**config.mk**
```make
export PLATFORM = sky130hd
export DESIGN_NAME = portal_teleport_ctrl
export DESIGN_NICKNAME = d
export VERILOG_FILES = /design/src/rtl/portal_pkg.sv /design/src/rtl/portal_rr_arb.sv /design/src/rtl/portal_teleport_ctrl.sv
export SDC_FILE = /design/constraint.sdc
export NUM_CORES = 1
export LEC_CHECK = 0
export CORE_UTILIZATION = 65
export DETAILED_ROUTE_END_ITERATION = 8
export DONT_BUFFER_PORTS = 1
export HOLD_SLACK_MARGIN = 0.02
export PLACE_DENSITY = 0.82
export SETUP_SLACK_MARGIN = 0.15
export SKIP_LAST_GASP = 1
export SLEW_MARGIN = 40
export SYNTH_ARGS = -nofsm -noshare
export SYNTH_HDL_FRONTEND = slang
export SYNTH_SLANG_ARGS = --single-unit
```
**constraint.sdc**
```tcl
create_clock -name clk -period 4.6 [get_ports clk]
set_input_delay 1.38 -clock clk [delete_from_list [all_inputs] [get_ports clk]]
set_output_delay 1.38 -clock clk [all_outputs]
set_load 0.01 [all_outputs]
```
**src/rtl/portal_pkg.sv**
```systemverilog
// Shared types and constants for the portal teleport controller.
// Holds the FSM state enum, the coordinate type and both portal position sets.
package portal_pkg;

  typedef enum logic [1:0] {
    StIdle,
    StGrant,
    StWaitAck,
    StCooldown
  } state_e;

  typedef logic signed [10:0] coord_t;

  localparam int DefaultExitOffset = 16;

  // Position set A (loaded at reset)
  localparam coord_t SetABlueX   = 11'sd220;
  localparam coord_t SetABlueY   = 11'sd110;
  localparam coord_t SetAOrangeX = 11'sd440;
  localparam coord_t SetAOrangeY = 11'sd338;

  // Position set B
  localparam coord_t SetBBlueX   = 11'sd320;
  localparam coord_t SetBBlueY   = 11'sd171;
  localparam coord_t SetBOrangeX = 11'sd320;
  localparam coord_t SetBOrangeY = 11'sd310;

  // Wrapping 11-bit signed add of a portal corner and the landing offset.
  function automatic coord_t add_offset(coord_t pos, int offset);
    coord_t off;
    off = coord_t'(offset);
    return coord_t'(pos + off);
  endfunction

endpackage

```
**src/rtl/portal_rr_arb.sv**
```systemverilog
// Two-requester round-robin arbiter; the pointer moves past the winner on each taken grant.
// After reset requester 0 has priority.
module portal_rr_arb (
  input  logic       clk,
  input  logic       reset,
  input  logic [1:0] req,
  input  logic       take,
  output logic [1:0] gnt
);

  logic prio1_q;

  always_comb begin
    gnt = 2'b00;
    unique case (req)
      2'b01:   gnt = 2'b01;
      2'b10:   gnt = 2'b10;
      2'b11:   gnt = prio1_q ? 2'b10 : 2'b01;
      default: gnt = 2'b00;
    endcase
  end

  always_ff @(posedge clk) begin
    if (reset) begin
      prio1_q <= 1'b0;
    end else if (take && (req != 2'b00)) begin
      prio1_q <= gnt[0];
    end
  end

endmodule

```
**src/rtl/portal_teleport_ctrl.sv**
```systemverilog
// Portal teleport controller: grants one ball at a time, waits for ack or timeout, then cools down.
// Optional macro PORTAL_SHUFFLE_EN toggles portal position sets every SHUFFLE_PERIOD acked teleports.
module portal_teleport_ctrl
  import portal_pkg::*;
#(
  parameter int unsigned COOLDOWN_FRAMES    = 30,
  parameter int unsigned ACK_TIMEOUT_FRAMES = 4,
  parameter int          EXIT_OFFSET        = DefaultExitOffset,
  parameter int unsigned SHUFFLE_PERIOD     = 4
) (
  input  logic               clk,
  input  logic               reset,
  input  logic               startOfFrame,
  input  logic [1:0]         reqBlue,
  input  logic [1:0]         reqOrange,
  input  logic [1:0]         teleportAck,
  output logic [1:0]         teleportValid,
  output logic signed [10:0] teleportX,
  output logic signed [10:0] teleportY,
  output logic signed [10:0] topLeftXBlue,
  output logic signed [10:0] topLeftYBlue,
  output logic signed [10:0] topLeftXOrange,
  output logic signed [10:0] topLeftYOrange,
  output logic               busy
);

  localparam int unsigned FrameMax =
      (COOLDOWN_FRAMES > ACK_TIMEOUT_FRAMES) ? COOLDOWN_FRAMES : ACK_TIMEOUT_FRAMES;
  localparam int unsigned CntW = (FrameMax < 2) ? 1 : $clog2(FrameMax + 1);

  state_e          state_q;
  logic [CntW-1:0] frame_cnt_q;

  logic [1:0] req_any;
  logic [1:0] gnt;
  logic       grant_take;
  logic       entry_blue;
  coord_t     land_x;
  coord_t     land_y;
  logic       ack_ok;
  logic       ack_timeout;
  logic       cool_done;

  assign req_any    = reqBlue | reqOrange;
  assign grant_take = (state_q == StIdle) && (req_any != 2'b00);

  portal_rr_arb u_arb (
    .clk   (clk),
    .reset (reset),
    .req   (req_any),
    .take  (grant_take),
    .gnt   (gnt)
  );

`ifdef PORTAL_SHUFFLE_EN
  localparam int unsigned ShW = (SHUFFLE_PERIOD < 2) ? 1 : $clog2(SHUFFLE_PERIOD + 1);

  logic           set_b_q;
  logic [ShW-1:0] teleport_cnt_q;

  assign topLeftXBlue   = set_b_q ? SetBBlueX   : SetABlueX;
  assign topLeftYBlue   = set_b_q ? SetBBlueY   : SetABlueY;
  assign topLeftXOrange = set_b_q ? SetBOrangeX : SetAOrangeX;
  assign topLeftYOrange = set_b_q ? SetBOrangeY : SetAOrangeY;
`else
  assign topLeftXBlue   = SetABlueX;
  assign topLeftYBlue   = SetABlueY;
  assign topLeftXOrange = SetAOrangeX;
  assign topLeftYOrange = SetAOrangeY;
`endif

  // A ball touching both portals enters blue and so exits orange.
  assign entry_blue = reqBlue[gnt[1]];

  always_comb begin
    if (entry_blue) begin
      land_x = add_offset(topLeftXOrange, EXIT_OFFSET);
      land_y = add_offset(topLeftYOrange, EXIT_OFFSET);
    end else begin
      land_x = add_offset(topLeftXBlue, EXIT_OFFSET);
      land_y = add_offset(topLeftYBlue, EXIT_OFFSET);
    end
  end

  // Acks from the ball that does not hold the grant are masked out here.
  assign ack_ok      = (teleportAck & teleportValid) != 2'b00;
  assign ack_timeout = startOfFrame && (frame_cnt_q == CntW'(ACK_TIMEOUT_FRAMES - 1));
  assign cool_done   = startOfFrame && (frame_cnt_q == CntW'(COOLDOWN_FRAMES - 1));

  assign busy = (state_q != StIdle);

  always_ff @(posedge clk) begin
    if (reset) begin
      state_q       <= StIdle;
      frame_cnt_q   <= '0;
      teleportValid <= 2'b00;
      teleportX     <= '0;
      teleportY     <= '0;
`ifdef PORTAL_SHUFFLE_EN
      set_b_q        <= 1'b0;
      teleport_cnt_q <= '0;
`endif
    end else begin
      unique case (state_q)
        StIdle: begin
          if (grant_take) begin
            state_q       <= StGrant;
            frame_cnt_q   <= '0;
            teleportValid <= gnt;
            teleportX     <= land_x;
            teleportY     <= land_y;
          end
        end

        // Valid is already up in StGrant, so ack and timeout are honoured there too.
        StGrant, StWaitAck: begin
          if (ack_ok) begin
            state_q       <= StCooldown;
            frame_cnt_q   <= '0;
            teleportValid <= 2'b00;
`ifdef PORTAL_SHUFFLE_EN
            if (teleport_cnt_q == ShW'(SHUFFLE_PERIOD - 1)) begin
              teleport_cnt_q <= '0;
              set_b_q        <= ~set_b_q;
            end else begin
              teleport_cnt_q <= teleport_cnt_q + 1'b1;
            end
`endif
          end else if (ack_timeout) begin
            state_q       <= StCooldown;
            frame_cnt_q   <= '0;
            teleportValid <= 2'b00;
          end else begin
            state_q <= StWaitAck;
            if (startOfFrame) begin
              frame_cnt_q <= frame_cnt_q + 1'b1;
            end
          end
        end

        StCooldown: begin
          if (cool_done) begin
            state_q     <= StIdle;
            frame_cnt_q <= '0;
          end else if (startOfFrame) begin
            frame_cnt_q <= frame_cnt_q + 1'b1;
          end
        end

        default: begin
          state_q       <= StIdle;
          teleportValid <= 2'b00;
        end
      endcase
    end
  end

endmodule

```
==> flow_summary_export.csv, run 1 <==
group,metric,value,unit
sta,maxSlewHeadroom,0.603,
cts,cts_tree,"built",
cells_and_area,multi_input_area,666,µm²
place,gp_congestion,0.762,
cells_and_area,diodes,0,
place,placed_area,983,µm²
routing,wl_per_cell,10.6,µm
cts,clk_pin_slew,0.08,ns
place,place_worst_setup_slack,2.09,ns
synth,synth_top_area_frac,0.381,
cts,cts_resized,0,
setup_path,start_kind,"register",
grt,antenna_found_initial,0,
setup_path,setup.worst_path.start,"state_q[0]",
routing,viasPerCell,4.67,
place,dp_hpwl,1.43,mm
synth,ys_warn_count,0,
sta,hold_violations,0,
sta,worst_pin_slew,0.595,ns
floorplan,start_util,0.704,
setup_path,worstPathArrival,1.30,ns
synth,synthMuxAreaShare,0.0111,
synth,syn_area_per_cell,7.96,µm²
setup_path,end_kind,"output pin",
floorplan,design.core.area,0.00176,mm²
routing,ant_nets,0,
cells_and_area,final_common_cell,"conb_1",
cells_and_area,area.growth.synth_to_final,-18.7,%
cts,htree_levels,1,
floorplan,die_w,45.7,µm
cells_and_area,final_cell_mix,"53 x conb_1, 13 x a21oi_1, 13 x dfxtp_1, 11 x nor2_1, 7 x inv_1",
routing,drc_errors,0,
cells_and_area,fin_area,0.00101,mm²
synth,synth_compound_area_frac,0.147,
synth,synth_area,0.00124,mm²
setup_path,critPathKind,"reg2out",
cells_and_area,drive_gt1_frac,0.0753,
synth,synth-xor-area-share,0.0282,
job,drv_cap,0,
setup_path,crit_required,3.22,ns
setup_path,rr_worst_depth,5,
synth,synth-async-reset-ratio,0,
power_and_ir_drop,p_per_area,470,mW/mm²
cts,clockBufferDepth,2,
sta,grt_setup_unrepaired,"false",
routing,dr.pass1.iters,5,
grt,grt_pass1_vias,667,
power_and_ir_drop,ir_drop,0.000313,V
setup_path,r2r-start,"state_q[0]",
grt,busiest_layer,"met2",
grt,use_met3,0.0754,
cts,cts-root-buf,"clkbuf_4",
grt,grt_usage,0.188,
cts,cts_setup_buffers,0,
sta,fin_worst_skew,0.00188,ns
setup_path,critical_path.endpoint,"busy",
synth,synth_area_leaders,"buf_4 38%, dfxtp_1 21%, a21oi_1 5.2%, ha_1 5.0%, nor2_1 3.3%",
grt,grt_pass1_wl,2.79,mm
synth,synth_seq_cells,13,
hold_path,min_path_cells,2,
hold_path,min_from,"u_arb.prio1_q",
grt,grt_use_met1,0.210,
synth,synth_top_family_by_area,"buffers and inverters",
synth,synth_seq_area_share,0.209,
sta,min_period_over_period,0.582,
grt,grt_max_degree,12,
floorplan,die_area,0.00209,mm²
cells_and_area,nFillCells,190,
synth,syn_inst,156,
cts,clk_latency,0.27,ns
outcome,outcome,"completed",
cts,holdBufCountCts,0,
sta,fin_ws,1.92,ns
sta,tns,0,ns
setup_path,regToRegSetupSlack,2.92,ns
routing,num_vias,798,
power_and_ir_drop,p_leak,0.480,nW
setup_path,cp_max_fo,9,
synth,ys.flop_type,"dfxtp_1",
synth,synth_top_area_cell,"buf_4",
sta,slew_viol_final,0,
grt,overflow,0,
synth,yosys.area_share.simple,0.139,
routing,routed_wl,1.81,mm
floorplan,rows,15,
floorplan,die_y,45.7,µm
sta,min_period,2.68,ns
sta,timing.fmax,373,MHz
cts,cts_sinks,13,
grt,globalRouteMet2Util,0.329,
place,io_buffers,0,
synth,synth_cell_types,32,
synth,synth_edf_count,0,
sta,setup_viol,0,
setup_path,r2r-end,"teleportValid[1]",
cts,cts_buffers,3,
floorplan,num_io_pins,78,
cells_and_area,regArea,260,µm²
cells_and_area,nets,161,
hold_path,hp-class,"reg2reg",
routing,first_iter_violations,9,
synth,yosys.area_share.adder,0.0504,
state kept, by name, indices dropped and copies added (netlist names):
name	cells
teleportX	1
teleportValid	2
teleportY	2
u_arb.prio1_q	1
state_q	2
frame_cnt_q	5
power by group:
group / switching (mW) / internal, mW / total, mW
Combinational: 0.126 / 0.0783 / 0.204
Sequential: 0.0572 / 0.143 / 0.200
Clock: 0.0372 / 0.0336 / 0.0708
worst min path at each step:
| stage | to |
|---|---|
| 2_1_floorplan | u_arb.prio1_q |
| 3_3_place_gp | u_arb.prio1_q |
| 3_5_place_dp | u_arb.prio1_q |
| 4_1_cts | u_arb.prio1_q |
| 5_1_grt | u_arb.prio1_q |
| 6_report | u_arb.prio1_q |
layout make-up:
type                            count  share of cell area
Tap cell                           25              0.0310
Clock buffer                        4              0.0260
Multi-Input combinational cell    122               0.659
Inverter                            7              0.0260
Sequential cell                    13               0.258
routing by layer:
layer	share of wire	wire length, µm	up-vias
met5	0	0	-
met2	0.52	936	39
met4	0.010	18	0
li1	-	-	386
met1	0.38	690	369
met3	0.090	163	4
cell usage after synthesis (2+ instances only):
cell / n
a211oi_2: 2
a21oi_1: 13
buf_4: 63
conb_1: 2
dfxtp_1: 13
ha_1: 5
inv_1: 7
nand2_1: 6
nand4_1: 2
nor2_1: 11
nor3_1: 2
o21ai_0: 5
or3_1: 3
xnor2_1: 4
kinds of logic (layout without fill, tap and decap cells):
family | Yosys count | in the layout
AOI/OAI and AO/OA | 27 | 27
xor gates and xnor gates | 4 | 4
adders and majority gates | 5 | 5
buffers and inverters | 72 | 11
DFF | 13 | 13
muxes | 1 | 1
other | 2 | 53
and+or+nand+nor | 32 | 32
through the flow:
stage	power (mW)	hold WS, ns	std cells	utilization
2_1_floorplan	0.449	0.463	207	-
6_report	0.475	0.501	171	0.572
4_1_cts	0.477	0.501	171	0.572
3_3_place_gp	0.395	0.481	167	0.557
5_1_grt	0.517	0.524	171	0.572
3_5_place_dp	0.405	0.491	167	0.557
worst max-delay path, stage by stage, from the launching register on:
cell and delay, ns:
dfxtp_1 0.32, inv_1 0.10, ha_1 0.39, inv_1 0.21
Note: power is estimated with default switching activity, not from simulation.
==> inputs of run 2 (changes only) <==
--- a/config.mk
+++ b/config.mk
@@ -5,11 +5,11 @@
 export SDC_FILE = /design/constraint.sdc
 export NUM_CORES = 1
 export LEC_CHECK = 0
-export CORE_UTILIZATION = 65
+export CORE_UTILIZATION = 56
 export DETAILED_ROUTE_END_ITERATION = 8
 export DONT_BUFFER_PORTS = 1
 export HOLD_SLACK_MARGIN = 0.02
-export PLACE_DENSITY = 0.82
+export PLACE_DENSITY = 0.75
 export SETUP_SLACK_MARGIN = 0.15
 export SKIP_LAST_GASP = 1
 export SLEW_MARGIN = 40
==> constraint.sdc (replaced) <==
create_clock -name clk -period 2.46 [get_ports clk]
set_input_delay 0.738 -clock clk [delete_from_list [all_inputs] [get_ports clk]]
set_output_delay 0.738 -clock clk [all_outputs]
set_load 0.01 [all_outputs]
==> run 2 against run 1 <==
Sequential cell count did not move. Final area grew 0.99%. Worst hold slack got worse by 0.011 ns. Register-to-register slack got worse by 2.1 ns. Highest routed layer unchanged.
==> flow_summary_export.csv, run 2 (synthesis results as in run 1) <==
group,metric,value,unit
place,gp_congestion,0.740,
grt,grt_pass1_wl,2.67,mm
setup_path,r2r-end,"teleportValid[1]",
place,place_worst_setup_slack,0.613,ns
floorplan,die_w,49.1,µm
power_and_ir_drop,ir_drop,0.000475,V
cells_and_area,final_cell_mix,"53 x conb_1, 13 x a21oi_1, 13 x dfxtp_1, 11 x nor2_1, 7 x inv_1",
sta,tns,0,ns
cts,clockBufferDepth,2,
routing,dr.pass1.iters,4,
job,drv_cap,0,
sta,maxSlewHeadroom,0.598,
routing,ant_nets,0,
power_and_ir_drop,swShare,0.465,
cells_and_area,regMostFlops,"frame_cnt_q",
cts,cts_buffers,3,
power_and_ir_drop,clkPwrFrac,0.152,
floorplan,rows,16,
grt,overflow,0,
routing,met1Wirelength,771,µm
setup_path,crit_required,1.72,ns
sta,timing.fmax,489,MHz
routing,drc_errors,0,
cts,htree_levels,1,
cells_and_area,diodes,0,
cts,holdBufCountCts,0,
cells_and_area,area.growth.synth_to_final,-17.9,%
cts,clk_pin_slew,0.08,ns
hold_path,min_from,"u_arb.prio1_q",
power_and_ir_drop,p_int,0.477,mW
power_and_ir_drop,p_sw,0.415,mW
power_and_ir_drop,p_leak,0.485,nW
place,io_buffers,0,
cts,cts_setup_buffers,0,
power_and_ir_drop,combPwrFrac,0.430,
cts,clk_latency,0.28,ns
grt,grt_usage,0.148,
sta,slew_viol_final,0,
cells_and_area,largest_reg_flops,5,
cts,cts_sinks,13,
routing,wl_met3,164,µm
grt,grt_pass1_vias,615,
cts,cts_resized,0,
setup_path,critPathKind,"reg2out",
routing,viasPerCell,4.38,
place,dp_hpwl,1.39,mm
floorplan,die_area,0.00241,mm²
setup_path,start_kind,"register",
hold_path,min_path_cells,2,
hold_path,hp-class,"reg2reg",
grt,grt_max_degree,12,
cts,cts-root-buf,"clkbuf_4",
outcome,outcome,"completed",
cells_and_area,drive_gt1_frac,0.0816,
routing,routed_wl,1.79,mm
floorplan,start_util,0.614,
sta,fin_ws,0.416,ns
setup_path,r2r-start,"state_q[0]",
sta,min_period_over_period,0.831,
cells_and_area,nFillCells,211,
grt,antenna_found_initial,0,
cells_and_area,fin_util,0.504,
cells_and_area,nets,162,
power_and_ir_drop,pwr-share-seq,0.417,
cells_and_area,final_common_cell,"conb_1",
setup_path,cp_max_fo,9,
setup_path,end_kind,"output pin",
sta,grt_setup_unrepaired,"false",
sta,fin_worst_skew,0.00300,ns
sta,setup_viol,0,
routing,highest_layer,"met4",
routing,first_iter_violations,19,
setup_path,setup.worst_path.start,"state_q[0]",
setup_path,worstPathArrival,1.31,ns
sta,worst_pin_slew,0.602,ns
power_and_ir_drop,p_per_area,874,mW/mm²
floorplan,design.core.area,0.00202,mm²
hold_path,hold_end,"u_arb.prio1_q",
routing,num_vias,762,
cts,cts_tree,"built",
sta,hold_violations,0,
routing,dr_wl_met2,829,µm
setup_path,regToRegSetupSlack,0.80,ns
floorplan,num_io_pins,78,
routing,wl_per_cell,10.3,µm
sta,min_period,2.04,ns
floorplan,die_y,49.1,µm
setup_path,rr_worst_depth,5,
## run 2: cell types whose count changed in the layout (fill, tap and decap cells not counted), sizes merged
| cell | change |
|---|---|
| buf | +1 |
## run 2: power groups by stage
stage                     logic, mW  clock network, mW  registers, mW
after floorplan               0.509                  0          0.331
after global placement        0.371                  0          0.377
after detailed placement      0.378                  0          0.379
after CTS                     0.382              0.140          0.374
after global routing          0.436              0.147          0.386
final                         0.384              0.136          0.372
## run 2: worst max path at each step
stage                       end  depth (start not counted)  slack [ns]
2_1_floorplan  teleportValid[1]                          4        0.67
3_3_place_gp   teleportValid[1]                          4        0.62
3_5_place_dp     frame_cnt_q[1]                          4        0.61
4_1_cts                    busy                          3        0.42
5_1_grt                    busy                          3        0.34
6_report                   busy                          3        0.42
## run 2: stage by stage
stage	total power, mW	hold WS [ns]	cell area, µm²	instances
global placement	0.748	0.483	993	170
finish	0.891	0.490	1020	174
CTS	0.896	0.495	1020	174
detailed placement	0.757	0.483	993	170
global route	0.969	0.501	1020	174
floorplan	0.840	0.463	1430	207
## run 2: per-layer routing
metal / track usage / up-vias
met5: 0 / -
met3: 0.0717 / 4
met2: 0.242 / 33
li1: - / 382
met4: 0.0441 / 0
met1: 0.168 / 343
## run 2: cell type report
type	count	area, µm²	share of cell area
repair buffers	1	7.51	0.00736
well taps	27	33.8	0.0331
inverters	7	26.3	0.0258
flip-flops and latches	13	260	0.255
clock buffers	4	26.3	0.0258
multi-input cells	122	666	0.653
## run 2: critical path, cell delays in order, from the launching register on
cell and delay (ns):
dfxtp_1 0.32, inv_1 0.10, ha_1 0.38, inv_1 0.22
